--- src/rtl/nic8_ram_pkg.sv ---
// Shared types and constants for the 2 KB static RAM bus arbiter.
package nic8_ram_pkg;

  localparam int RAM_AW    = 11;
  localparam int RAM_DW    = 8;
  localparam int NUM_PORTS = 2;
  localparam int PORT_IW   = $clog2(NUM_PORTS);

  // Index of a requester port (0 = CPU, 1 = DMA/display).
  typedef logic [PORT_IW-1:0] port_idx_t;

  // Access sequencer states; every access walks SETUP -> STROBE -> HOLD.
  typedef enum logic [1:0] {
    IDLE   = 2'd0,
    SETUP  = 2'd1,
    STROBE = 2'd2,
    HOLD   = 2'd3
  } arb_state_t;

  // Convert a one-hot port vector to its index (zero when no bit is set).
  function automatic port_idx_t onehot_to_idx(input logic [NUM_PORTS-1:0] oh);
    port_idx_t idx;
    idx = '0;
    for (int i = 0; i < NUM_PORTS; i++) begin
      if (oh[i]) idx = port_idx_t'(i);
    end
    return idx;
  endfunction

endpackage

--- src/rtl/ram_arb_pick.sv ---
// Combinational winner picker for the RAM bus arbiter.
// RAM_ARB_ROUND_ROBIN_EN defined: on a tie the port that did not win last
// time is chosen. Undefined: port 0 always wins ties.
module ram_arb_pick
  import nic8_ram_pkg::*;
(
  input  logic [NUM_PORTS-1:0] req,
`ifdef RAM_ARB_ROUND_ROBIN_EN
  input  port_idx_t            last_winner,
`endif
  output logic [NUM_PORTS-1:0] winner
);

  // Pick exactly one requesting port, or none when nobody asks.
  always_comb begin
    // NOTE: assigning a default before any branch keeps this purely
    // combinational; a path that leaves winner unassigned would infer a latch.
    winner = '0;
`ifdef RAM_ARB_ROUND_ROBIN_EN
    if (req[0] && req[1]) begin
      winner = (last_winner == 1'b0) ? 2'b10 : 2'b01;
    end else if (req[0]) begin
      winner = 2'b01;
    end else if (req[1]) begin
      winner = 2'b10;
    end
`else
    if (req[0]) begin
      winner = 2'b01;
    end else if (req[1]) begin
      winner = 2'b10;
    end
`endif
  end

endmodule

--- src/rtl/ram_bus_arbiter.sv ---
// Two-port arbiter for a single 2 KB static RAM. Each access is sequenced
// as registered SETUP / STROBE / HOLD so address and data never move while
// the level-sensitive write strobe is low. All RAM controls come straight
// from flops. Optional macro: RAM_ARB_ROUND_ROBIN_EN (alternate on ties).
module ram_bus_arbiter
  import nic8_ram_pkg::*;
#(
  parameter int WAIT_CYCLES = 1
) (
  input  logic                 CLK1,
  input  logic                 CLRB1,
  input  logic [NUM_PORTS-1:0] req,
  input  logic [NUM_PORTS-1:0] we,
  input  logic [RAM_AW-1:0]    addr0,
  input  logic [RAM_AW-1:0]    addr1,
  input  logic [RAM_DW-1:0]    wdata0,
  input  logic [RAM_DW-1:0]    wdata1,
  output logic [NUM_PORTS-1:0] gnt,
  output logic [NUM_PORTS-1:0] done,
  output logic [RAM_DW-1:0]    rdata,
  output logic [RAM_AW-1:0]    ram_a,
  output logic                 ram_eb,
  output logic                 ram_gb,
  output logic                 ram_wb,
  output logic [RAM_DW-1:0]    ram_dq_out,
  output logic                 ram_dq_oe,
  input  logic [RAM_DW-1:0]    ram_dq_in
);

  if (WAIT_CYCLES < 1 || WAIT_CYCLES > 15) begin : g_bad_wait_cycles
    $error("ram_bus_arbiter: WAIT_CYCLES must be in 1..15");
  end

  // Counter reload: STROBE lasts until the counter reaches zero.
  localparam logic [3:0] CNT_RELOAD = 4'(WAIT_CYCLES - 1);

  arb_state_t             state_q, state_d;
  logic [3:0]             cnt_q, cnt_d;
  logic [NUM_PORTS-1:0]   gnt_q, gnt_d;
  logic [NUM_PORTS-1:0]   done_q, done_d;
  logic [RAM_DW-1:0]      rdata_q, rdata_d;
  logic [RAM_AW-1:0]      ram_a_q, ram_a_d;
  logic [RAM_DW-1:0]      dq_out_q, dq_out_d;
  logic                   dq_oe_q, dq_oe_d;
  logic                   eb_q, eb_d;
  logic                   gb_q, gb_d;
  logic                   wb_q, wb_d;
  logic                   we_q, we_d;
  port_idx_t              win_q, win_d;

  logic [NUM_PORTS-1:0]   pick_oh;
  port_idx_t              pick_idx;

`ifdef RAM_ARB_ROUND_ROBIN_EN
  port_idx_t              last_q, last_d;
`endif

  ram_arb_pick u_pick (
    .req         (req),
`ifdef RAM_ARB_ROUND_ROBIN_EN
    .last_winner (last_q),
`endif
    .winner      (pick_oh)
  );

  assign pick_idx = onehot_to_idx(pick_oh);

  // Next-state and next-output decode for the access sequencer.
  always_comb begin
    state_d  = state_q;
    cnt_d    = cnt_q;
    gnt_d    = gnt_q;
    done_d   = '0;
    rdata_d  = rdata_q;
    ram_a_d  = ram_a_q;
    dq_out_d = dq_out_q;
    dq_oe_d  = dq_oe_q;
    eb_d     = eb_q;
    gb_d     = gb_q;
    wb_d     = wb_q;
    we_d     = we_q;
    win_d    = win_q;
`ifdef RAM_ARB_ROUND_ROBIN_EN
    last_d   = last_q;
`endif

    case (state_q)
      IDLE: begin
        eb_d    = 1'b1;
        gb_d    = 1'b1;
        wb_d    = 1'b1;
        dq_oe_d = 1'b0;
        gnt_d   = '0;
        if (|req) begin
          // Capture the winner's command; later input changes are ignored.
          win_d    = pick_idx;
          gnt_d    = pick_oh;
          we_d     = we[pick_idx];
          ram_a_d  = (pick_idx == 1'b1) ? addr1 : addr0;
          dq_out_d = (pick_idx == 1'b1) ? wdata1 : wdata0;
          dq_oe_d  = we[pick_idx];
          eb_d     = 1'b0;
          state_d  = SETUP;
`ifdef RAM_ARB_ROUND_ROBIN_EN
          last_d   = pick_idx;
`endif
        end
      end

      SETUP: begin
        cnt_d   = CNT_RELOAD;
        state_d = STROBE;
        if (we_q) begin
          wb_d = 1'b0;
        end else begin
          gb_d = 1'b0;
        end
      end

      STROBE: begin
        if (cnt_q == 4'd0) begin
          state_d       = HOLD;
          wb_d          = 1'b1;
          gb_d          = 1'b1;
          done_d[win_q] = 1'b1;
          if (!we_q) begin
            rdata_d = ram_dq_in;
          end
        end else begin
          cnt_d = cnt_q - 4'd1;
        end
      end

      HOLD: begin
        // Address and data stay put for hold time; release the bus on exit.
        state_d = IDLE;
        gnt_d   = '0;
        eb_d    = 1'b1;
        dq_oe_d = 1'b0;
      end

      default: begin
        state_d = IDLE;
      end
    endcase
  end

  // Sequencer and RAM-control registers; strobes rise at once on reset.
  always_ff @(posedge CLK1 or negedge CLRB1) begin
    if (!CLRB1) begin
      // NOTE: sequential state uses non-blocking assignments so every flop
      // samples pre-edge values regardless of statement order.
      state_q  <= IDLE;
      cnt_q    <= '0;
      gnt_q    <= '0;
      done_q   <= '0;
      rdata_q  <= '0;
      ram_a_q  <= '0;
      dq_out_q <= '0;
      dq_oe_q  <= 1'b0;
      eb_q     <= 1'b1;
      gb_q     <= 1'b1;
      wb_q     <= 1'b1;
      we_q     <= 1'b0;
      win_q    <= '0;
    end else begin
      state_q  <= state_d;
      cnt_q    <= cnt_d;
      gnt_q    <= gnt_d;
      done_q   <= done_d;
      rdata_q  <= rdata_d;
      ram_a_q  <= ram_a_d;
      dq_out_q <= dq_out_d;
      dq_oe_q  <= dq_oe_d;
      eb_q     <= eb_d;
      gb_q     <= gb_d;
      wb_q     <= wb_d;
      we_q     <= we_d;
      win_q    <= win_d;
    end
  end

`ifdef RAM_ARB_ROUND_ROBIN_EN
  // Last-winner flop; reset to 1 so port 0 wins the first tie.
  always_ff @(posedge CLK1 or negedge CLRB1) begin
    if (!CLRB1) begin
      last_q <= 1'b1;
    end else begin
      last_q <= last_d;
    end
  end
`endif

  assign gnt        = gnt_q;
  assign done       = done_q;
  assign rdata      = rdata_q;
  assign ram_a      = ram_a_q;
  assign ram_eb     = eb_q;
  assign ram_gb     = gb_q;
  assign ram_wb     = wb_q;
  assign ram_dq_out = dq_out_q;
  assign ram_dq_oe  = dq_oe_q;

endmodule

--- config.mk ---
export PLATFORM = sky130hd
export DESIGN_NAME = ram_bus_arbiter
export DESIGN_NICKNAME = d
export VERILOG_FILES = /design/src/rtl/nic8_ram_pkg.sv /design/src/rtl/ram_arb_pick.sv /design/src/rtl/ram_bus_arbiter.sv
export SDC_FILE = /design/constraint.sdc
export NUM_CORES = 1
export LEC_CHECK = 0
export BUFFER_PORTS_ARGS = -buffer_cell sky130_fd_sc_hd__buf_2
export CELL_PAD_IN_SITES_DETAIL_PLACEMENT = 0
export CELL_PAD_IN_SITES_GLOBAL_PLACEMENT = 1
export CORE_MARGIN = 1
export CORE_UTILIZATION = 38
export DETAILED_ROUTE_END_ITERATION = 10
export PLACE_DENSITY_LB_ADDON = 0.05
export SKIP_CTS_REPAIR_TIMING = 1
export SKIP_LAST_GASP = 1
export SLEW_MARGIN = 20
export SYNTH_ARGS = -nofsm -noshare
export SYNTH_HDL_FRONTEND = slang
export SYNTH_SLANG_ARGS = --single-unit
--- constraint.sdc ---
create_clock -name CLK1 -period 4.4 [get_ports CLK1]
set_clock_uncertainty 0.05 [all_clocks]
set_input_delay 0.88 -clock CLK1 [delete_from_list [all_inputs] [get_ports CLK1]]
set_output_delay 0.88 -clock CLK1 [all_outputs]
set_load 0.03 [all_outputs]
* Word level (Yosys, flattened, before mapping)
Cells that the tools add are included.
** Storage, ports and cells
- Bits in registers :: 43
- Word-level logic and storage cells :: 66
- Bits of input ports :: 52
** Operators by class
- Mux-type cells :: 27
- Reductions and logical operators :: 13
- Bitwise operators :: 1
- $add $sub $neg :: 1
- $lt $le $gt $ge :: 3
- Equal/unequal tests :: 8
** Operators with widths (count)
- $mux W2 :: 7
- $mux W11 :: 1
- $ne A2 B2 Y1 const B :: 5
- $mux W1 :: 9
- $reduce_and A3 Y1 :: 3
- $mux W8 :: 1
- $pmux W2 S4 :: 1
- $pmux W4 S2 :: 1
- $pmux W1 S3 :: 2
- $reduce_and A2 Y1 :: 3
- $eq A2 B2 Y1 const B :: 2
- $logic_not A4 Y1 :: 1
- $lt A1 B2 Y1 const B :: 2
- $mux W4 :: 1
- $pmux W1 S2 :: 2
- $pmux W2 S2 :: 1
- $reduce_bool A2 Y1 :: 2
- $sub A4 B1 Y4 const B :: 1
- $reduce_bool A3 Y1 :: 1
- $eq A2 B1 Y1 const B :: 1
- $logic_not A2 Y1 :: 1
- $reduce_or A2 Y1 :: 1
- $demux W1 S1 :: 1
- $ge A1 B1 Y1 const B :: 1
- 2 further kinds :: 2

* Longest topological paths before layout
Gate-level depths: netlist of the first run.
- Depth in word-level cells :: 7
- Depth in mapped cells :: 6
- Depth with buffers taken out :: 5

* Cells and area by module
Synthesis of the first run repeated with hierarchy kept, for this count alone.
** Unflattened totals
- Cells, all modules :: 184
- Area, all modules :: 2050.7 um2
** Modules (own cells, without submodules)
- ram_bus_arbiter :: cells each 182, instances 1, sequential area each 1079.8 um2, area each 2029.4 um2
- ram_arb_pick :: cells each 2, instances 1, sequential area each 0.0 um2, area each 21.3 um2

* Worst setup path before layout of the first run
Ideal clock, no wire load.
- Path type :: reg2reg
- Start point :: reg cnt_q[0]
- End point :: reg state_q[1]
- Data required time :: 4.225 ns
- Stages on the path, launching flop included :: 6
- Arrival :: 1.570 ns
- Setup time :: 0.125 ns
- Slack :: 2.655 ns
- Path through :: dfrtp_1 -> inv_1 -> ha_1 -> or3b_4 -> a21oi_2 -> mux2_2
** On the way
- Word-level cells in the longest chain between the ends :: 3
** RTL lines
- start, declared :: RTL line ram_bus_arbiter.sv:38 : logic [3:0] cnt_q, cnt_d;
- start signal, assigned :: RTL line ram_bus_arbiter.sv:168 : cnt_q <= cnt_d;
- $logic_not A4 Y1 :: RTL line ram_bus_arbiter.sv:121 : if (cnt_q == 4'd0) begin
- $ne A2 B2 Y1 (no line)
- $reduce_and A2 Y1 (no line)
- end signal, assigned :: RTL line ram_bus_arbiter.sv:167 : state_q <= state_d;
- end, declared :: RTL line ram_bus_arbiter.sv:37 : arb_state_t state_q, state_d;
No other way between the ends.
A chain may end at the register's enable or synchronous reset.

* Final worst setup path of the first run
- Start point :: in req[0]
- End point :: reg ram_a_q[1], in the netlist ram_a[1]
** On the way
- Word-level cells in the longest chain between the ends :: 3
** RTL lines
- start, declared :: RTL line ram_bus_arbiter.sv:12 : input logic [NUM_PORTS-1:0] req,
- $mux W2 :: RTL line ram_arb_pick.sv:28 : if (req[0]) begin
- $mux W1 :: RTL line nic8_ram_pkg.sv:25 : if (oh[i]) idx = port_idx_t'(i);
- $mux W11 :: RTL line ram_bus_arbiter.sv:99 : ram_a_d = (pick_idx == 1'b1) ? addr1 : addr0;
- end signal, assigned :: RTL line ram_bus_arbiter.sv:172 : ram_a_q <= ram_a_d;
- end, declared :: RTL line ram_bus_arbiter.sv:42 : logic [RAM_AW-1:0] ram_a_q, ram_a_d;
Several ways; a longest one is shown, not always the timed one.

==> results of run 1 <==
==> path summary, 6_finish.rpt <==
kind	to
max in group asynchronous	ram_dq_out[0]$_DFFE_PN0P_
min	ram_gb$_DFFE_PN1P_
min in group asynchronous	cnt_q[0]$_DFFE_PN0P_
min reg2reg	ram_gb$_DFFE_PN1P_
max reg2reg	rdata[2]$_DFFE_PN0P_
max	ram_a[1]$_DFFE_PN0P_
==> layer usage <==
layer  share of wire [%]  vias to the layer above
met3                 7.9                        5
li1                    -                      799
met4                 1.5                        0
met1                  45                      682
met2                  45                       56
met5                   0                        -
==> logic make-up after synthesis <==
| family | Yosys count | share of synthesized area [%] |
|---|---|---|
| simple gates | 44 | 10.9 |
| flops | 43 | 53.0 |
| buf+inv | 17 | 4.06 |
| fa+ha+maj | 8 | 4.92 |
| mux | 31 | 15.8 |
| compound gates | 39 | 11.2 |
==> critical path, stage by stage <==
cell	delay, ns
buf_2	0.15
nand2b_1	0.56
buf_4	0.34
mux2i_1	0.23
o21ai_0	0.09
==> synthesized netlist by cell type (2+ instances only) <==
| cell type | count | area share (%) |
|---|---|---|
| nand2_1 | 27 | 5.0 |
| o21ai_1 | 4 | 0.98 |
| o21ai_0 | 23 | 5.7 |
| nor2_1 | 6 | 1.1 |
| dfstp_2 | 3 | 3.9 |
| clkbuf_1 | 4 | 0.74 |
| buf_6 | 2 | 1.1 |
| a21oi_1 | 4 | 0.98 |
| nand2b_1 | 3 | 0.92 |
| inv_1 | 8 | 1.5 |
| buf_2 | 2 | 0.49 |
| mux2_2 | 9 | 5.0 |
| dfrtp_1 | 40 | 49 |
| mux2i_1 | 22 | 11 |
| ha_1 | 8 | 4.9 |
| o31ai_1 | 2 | 0.74 |
==> layout make-up <==
type / count / area share [%]
inverters: 8 / 1.15
well taps: 70 / 3.37
repair buffers: 88 / 17.1
flip-flops and latches: 43 / 41.5
clock inverters: 1 / 0.192
clock buffers: 7 / 2.93
multi-input cells: 122 / 33.7
==> registers in the layout, summed over array words and instances, names as in the netlist <==
| signal | flops |
|---|---|
| rdata | 8 |
| state_q | 2 |
| win_q | 1 |
| we_q | 1 |
| done | 2 |
| ram_dq_out | 8 |
| ram_a | 11 |
| ram_eb | 1 |
| ram_gb | 1 |
| gnt | 2 |
| ram_wb | 1 |
| ram_dq_oe | 1 |
| cnt_q | 4 |
==> power by group through the flow <==
stage / clock, uW / sequential (uW) / combinational, uW
floorplan: 0 / 978 / 368
global placement: 0 / 670 / 935
detailed placement: 0 / 673 / 939
CTS: 254 / 668 / 938
global route: 269 / 690 / 1010
finish: 237 / 666 / 924
==> through the flow <==
stage	instances	power [uW]	instance area (um^2)	hold slack, ns	setup slack (ns)
floorplan	182	1350	2040	0.374	2.66
detailed placement	331	1610	2520	0.401	1.93
finish	339	1830	2600	0.409	2.27
global placement	331	1610	2520	0.404	2.00
CTS	339	1860	2600	0.411	2.25
global route	339	1970	2600	0.424	2.16
==> results.sh, run 1 <==
export IMPL_setup_viol=0
export IMPL_r2r_cells=5
export IMPL_p_comb_share_pct=50.6
export IMPL_drc=0
export IMPL_dieArea_mm2=0.00565
export IMPL_r2r_slack_ns=2.35
export IMPL_synth_seq_cells=43
export IMPL_dieWidth_um=75.2
export IMPL_final_util_pct=50.6
export IMPL_synth_ff_type="dfrtp_1"
export IMPL_grt_max_degree=44
export IMPL_maxCapViolCount=0
export IMPL_status="finished clean"
export IMPL_syn_inst=182
export IMPL_powerDensity_mw_per_mm2=702
export IMPL_slew_headroom_pct=36.4
export IMPL_clk_pin_slew_worst_paths_ns=0.08
export IMPL_worstSetupPathType="in2reg"
export IMPL_tightestPinTransition_ns=0.954
export IMPL_p_leak_uw=0.00141
export IMPL_hold_violations=0
export IMPL_clockRootBuffer="clkbuf_8"
export IMPL_ys_seq_area_share_pct=53.0
export IMPL_hpwl_um=3050
export IMPL_finalCritPeriodShare_pct=48.4
export IMPL_intPower_uw=1000
export IMPL_wl_per_cell_um=12.1
export IMPL_routed_via_density=4.55
export IMPL_final_nets=328
export IMPL_fmax_mhz=469
export IMPL_worstHoldPathCells=2
export IMPL_hp_start="ram_gb$_DFFE_PN1P_"
export IMPL_cts_htree_levels=2
export IMPL_ys_types=31
export IMPL_critPathLaunchType="input pin"
export IMPL_die_y_um=75.2
export IMPL_syn_avg_cell_area_um2=11.2
export IMPL_drtIter0Drc=68
export IMPL_multi_input_area_um2=877
export IMPL_via_count=1542
export IMPL_rows=26
export IMPL_worstSetupEndpointType="register"
export IMPL_critical_path_startpoint="req[0]"
export IMPL_use_met1_pct=20.3
export IMPL_cts_tree="done"
export IMPL_design_core_area_mm2=0.00514
export IMPL_synth_warnings=0
export IMPL_antenna_found_initial=0
export IMPL_drt_pass1_iterations=3
export IMPL_slew_viol_final=0
export IMPL_vdd_ir_drop_worst_mv=0.357
export IMPL_critPathMaxFanout=11
export IMPL_cts_made_buffers=5
export IMPL_worst_ep_required_time_ns=4.51
export IMPL_antenna_left=0
export IMPL_min_period_ns=2.13
export IMPL_initial_core_util_pct=39.6
export IMPL_netlist_area_mm2=0.00204
export IMPL_grt_pass1_wl_um=6380
export IMPL_synth_edff_count=0
export IMPL_fin_tns_setup_ns=0
export IMPL_diodes=0
export IMPL_grt_pass1_vias=1339
export IMPL_portBuffers=86
export IMPL_numClockSinks=43
export IMPL_seq_area_mm2=0.00108
export IMPL_busiest_layer="met2"
export IMPL_r2r_start="state_q[0]$_DFFE_PN0P_"
export IMPL_net_switching_power_uw=823
export IMPL_insertion_delay_ns=0.29
export IMPL_n_fill_cell=515
export IMPL_cts_max_path_buffers=2
export IMPL_hold_path_class="reg2reg"
export IMPL_grt_use_met3_pct=5.35
export IMPL_ios=87
export IMPL_async_flop_share_pct=100
export IMPL_clkPwrFrac_pct=13.0
export IMPL_grt_total_usage_pct=15.5
export IMPL_grtUsageMet2_pct=23.7
export IMPL_p_sw_share_pct=45.1
export IMPL_gp_congestion=0.719
export IMPL_layout_common_cells="buf_2, dfrtp_1, nand2_1, o21ai_0, mux2i_1"
export IMPL_wirelength_um=4110
export IMPL_synthesis_nets=242
export IMPL_cp_arrival_ns=2.25
export IMPL_seqPwrFrac_pct=36.4
export IMPL_rsz0062_at_grt="false"
export IMPL_mostFrequentLayoutCell="buf_2"
export IMPL_drive_above_1_share_pct=41.6
export IMPL_grt_overflow=0
export IMPL_area_growth_pct=27.8
(Power assumes the default switching activity.)
==> run 2, diff against run 1 <==
ABC_AREA = 1   (was unset)
CORE_UTILIZATION = 34   (was 38)
clock period = 2 ns   (was 4.4 ns; I/O delays follow)
==> results.sh, run 2 <==
export IMPL_status="finished clean"
export IMPL_cp_arrival_ns=1.79
export IMPL_seqPwrFrac_pct=35.0
export IMPL_die_y_um=81.9
export IMPL_path_common_cell="inv_1"
export IMPL_wl_per_cell_um=10.8
export IMPL_synthTopCellsByCount="nand2_1, dfrtp_1, inv_1"
export IMPL_insertion_delay_ns=0.30
export IMPL_via_count=1934
export IMPL_ys_types=21
export IMPL_synth_seq_cells=43
export IMPL_area_growth_pct=28.2
export IMPL_drc=0
export IMPL_design_core_area_mm2=0.00603
export IMPL_grt_pass1_wl_um=7760
export IMPL_stdcell_count=450
export IMPL_fin_tns_setup_ns=0
export IMPL_clockRootBuffer="clkbuf_8"
export IMPL_synth_ff_type="dfrtp_1"
export IMPL_worst_ep_required_time_ns=2.17
export IMPL_net_switching_power_uw=2060
export IMPL_cts_tree="done"
export IMPL_vdd_ir_drop_worst_mv=0.717
export IMPL_hold_violations=0
export IMPL_routed_via_density=4.30
export IMPL_wirelength_um=4840
export IMPL_critPathSlowestCell="dfrtp_1"
export IMPL_synth_top_area_share_pct=46.1
export IMPL_synth_edff_count=0
export IMPL_portBuffers=86
export IMPL_clkPwrFrac_pct=13.6
export IMPL_synthesis_nets=345
export IMPL_layout_common_cells="nand2_1, buf_2, dfrtp_1, inv_1, nor2_1"
export IMPL_netlist_area_mm2=0.00217
export IMPL_drt_pass1_iterations=4
export IMPL_p_leak_uw=0.00165
export IMPL_numClockSinks=43
export IMPL_grt_max_degree=23
export IMPL_ys_top_cells_by_area="dfrtp_1, nand2_1, inv_1"
export IMPL_total_power_uw=4260
export IMPL_drtIter0Drc=62
export IMPL_async_flop_share_pct=100
export IMPL_maxCapViolCount=0
export IMPL_r2r_cells=7
export IMPL_intPower_uw=2200
export IMPL_clk_pin_slew_worst_paths_ns=0.09
export IMPL_synth_warnings=0
export IMPL_fin_hold_ws_ns=0.0144
export IMPL_grt_total_usage_pct=15.4
export IMPL_syn_inst=285
export IMPL_drive_above_1_share_pct=29.6
export IMPL_p_comb_share_pct=51.4
export IMPL_syn_avg_cell_area_um2=7.62
export IMPL_finalCritPeriodShare_pct=80.9
export IMPL_initial_core_util_pct=36.0
export IMPL_dp_cells=442
export IMPL_worstSetupPathType="reg2reg"
export IMPL_tightestPinTransition_ns=0.523
export IMPL_cts_made_buffers=5
export IMPL_powerDensity_mw_per_mm2=1530
export IMPL_ys_seq_area_share_pct=49.7
export IMPL_gp_congestion=0.682
export IMPL_cts_max_path_buffers=2
export IMPL_grt_overflow=0
export IMPL_n_fill_cell=663
export IMPL_setup_viol=0
export IMPL_mostFrequentLayoutCell="nand2_1"
export IMPL_yosys_area_top_type="dfrtp_1"
export IMPL_grt_pass1_vias=1740
export IMPL_rsz0062_at_grt="false"
export IMPL_hpwl_um=3620
export IMPL_largest_reg_flops=11
export IMPL_synth_most_common_cell="nand2_1"
export IMPL_final_nets=434
export IMPL_dieArea_mm2=0.00671
export IMPL_min_period_ns=1.62
export IMPL_hold_path_class="in2async"
export IMPL_dieWidth_um=81.9
export IMPL_antenna_left=0
export IMPL_worstSetupEndpointType="register"
export IMPL_design_area_mm2=0.00279
export IMPL_fmax_mhz=618
export IMPL_critPathLaunchType="register"
export IMPL_p_sw_share_pct=48.3
export IMPL_antenna_found_initial=0
export IMPL_cts_htree_levels=2
export IMPL_slew_headroom_pct=65.2
export IMPL_slowest_delay_ns=0.42
export IMPL_slew_viol_final=0
export IMPL_diodes=0
export IMPL_critPathMaxFanout=15
export IMPL_rows=28
export IMPL_place_area_mm2=0.00269
export IMPL_ios=87
export IMPL_crit_chain="inv_1, ha_1, inv_1, nor2_4, buf_4, nand2_1, o21ai_1"
-- run 2: worst paths after layout --
path	slack (ns)	start	to
worst max-delay path	0.38	state_q[1]$_DFFE_PN0P_	ram_dq_out[2]$_DFFE_PN0P_
worst min-delay path	0.01	CLRB1	rdata[1]$_DFFE_PN0P_
worst max register to register	0.38	state_q[1]$_DFFE_PN0P_	ram_dq_out[2]$_DFFE_PN0P_
worst min register to register	0.38	win_q$_DFFE_PN0P_	done[0]$_DFF_PN0_
max in group asynchronous	1.37	CLRB1	state_q[0]$_DFFE_PN0P_
min in group CLK1	0.24	ram_dq_in[7]	rdata[7]$_DFFE_PN0P_
-- run 2: layout make-up --
class	count	area, um^2	area share (%)
clock buffers	5	68.8	2.47
inverters	36	135	4.85
flip-flops and latches	43	1080	38.8
clock inverters	3	25.0	0.898
well taps	75	93.8	3.37
repair buffers	90	473	17.0
multi-input cells	198	910	32.7
-- run 2: critical path, delay by kind of cell, from the launching register on --
family,cells,cell delay (ns)
AOI/OAI and AO/OA,1,0.12
adders and majority gates,1,0.21
DFF,1,0.42
buffers and inverters,3,0.46
and+or+nand+nor,2,0.27
-- run 2: kinds of logic (layout without fill, tap and decap cells) --
logic type / after synthesis / in the layout / share of synthesized area (%)
flops: 43 / 43 / 49.7
simple gates: 166 / 166 / 31.7
buf+inv: 44 / 134 / 8.41
fa+ha+maj: 8 / 8 / 4.61
compound gates: 24 / 24 / 5.53
-- run 2: power groups by stage --
stage | combinational [uW] | sequential (uW) | clock (uW)
CTS | 2240 | 1500 | 603
global route | 2440 | 1540 | 644
finish | 2190 | 1490 | 579
floorplan | 918 | 2170 | 0
detailed placement | 2240 | 1510 | 0
global placement | 2210 | 1500 | 0
-- run 2: through the flow --
step,util (%),worst slack [ns]
after floorplan,-,0.660
after global placement,44.7,0.417
after detailed placement,44.7,0.349
after CTS,46.2,0.347
after global routing,46.2,0.177
final,46.2,0.382
-- run 2: layer usage --
metal,global-route usage [%],vias to the layer above,share of wire [%]
li1,-,1029,-
met1,18.7,846,46
met2,26.0,52,47
met3,4.33,7,5.6
met4,5.26,0,1.4
met5,0,-,0
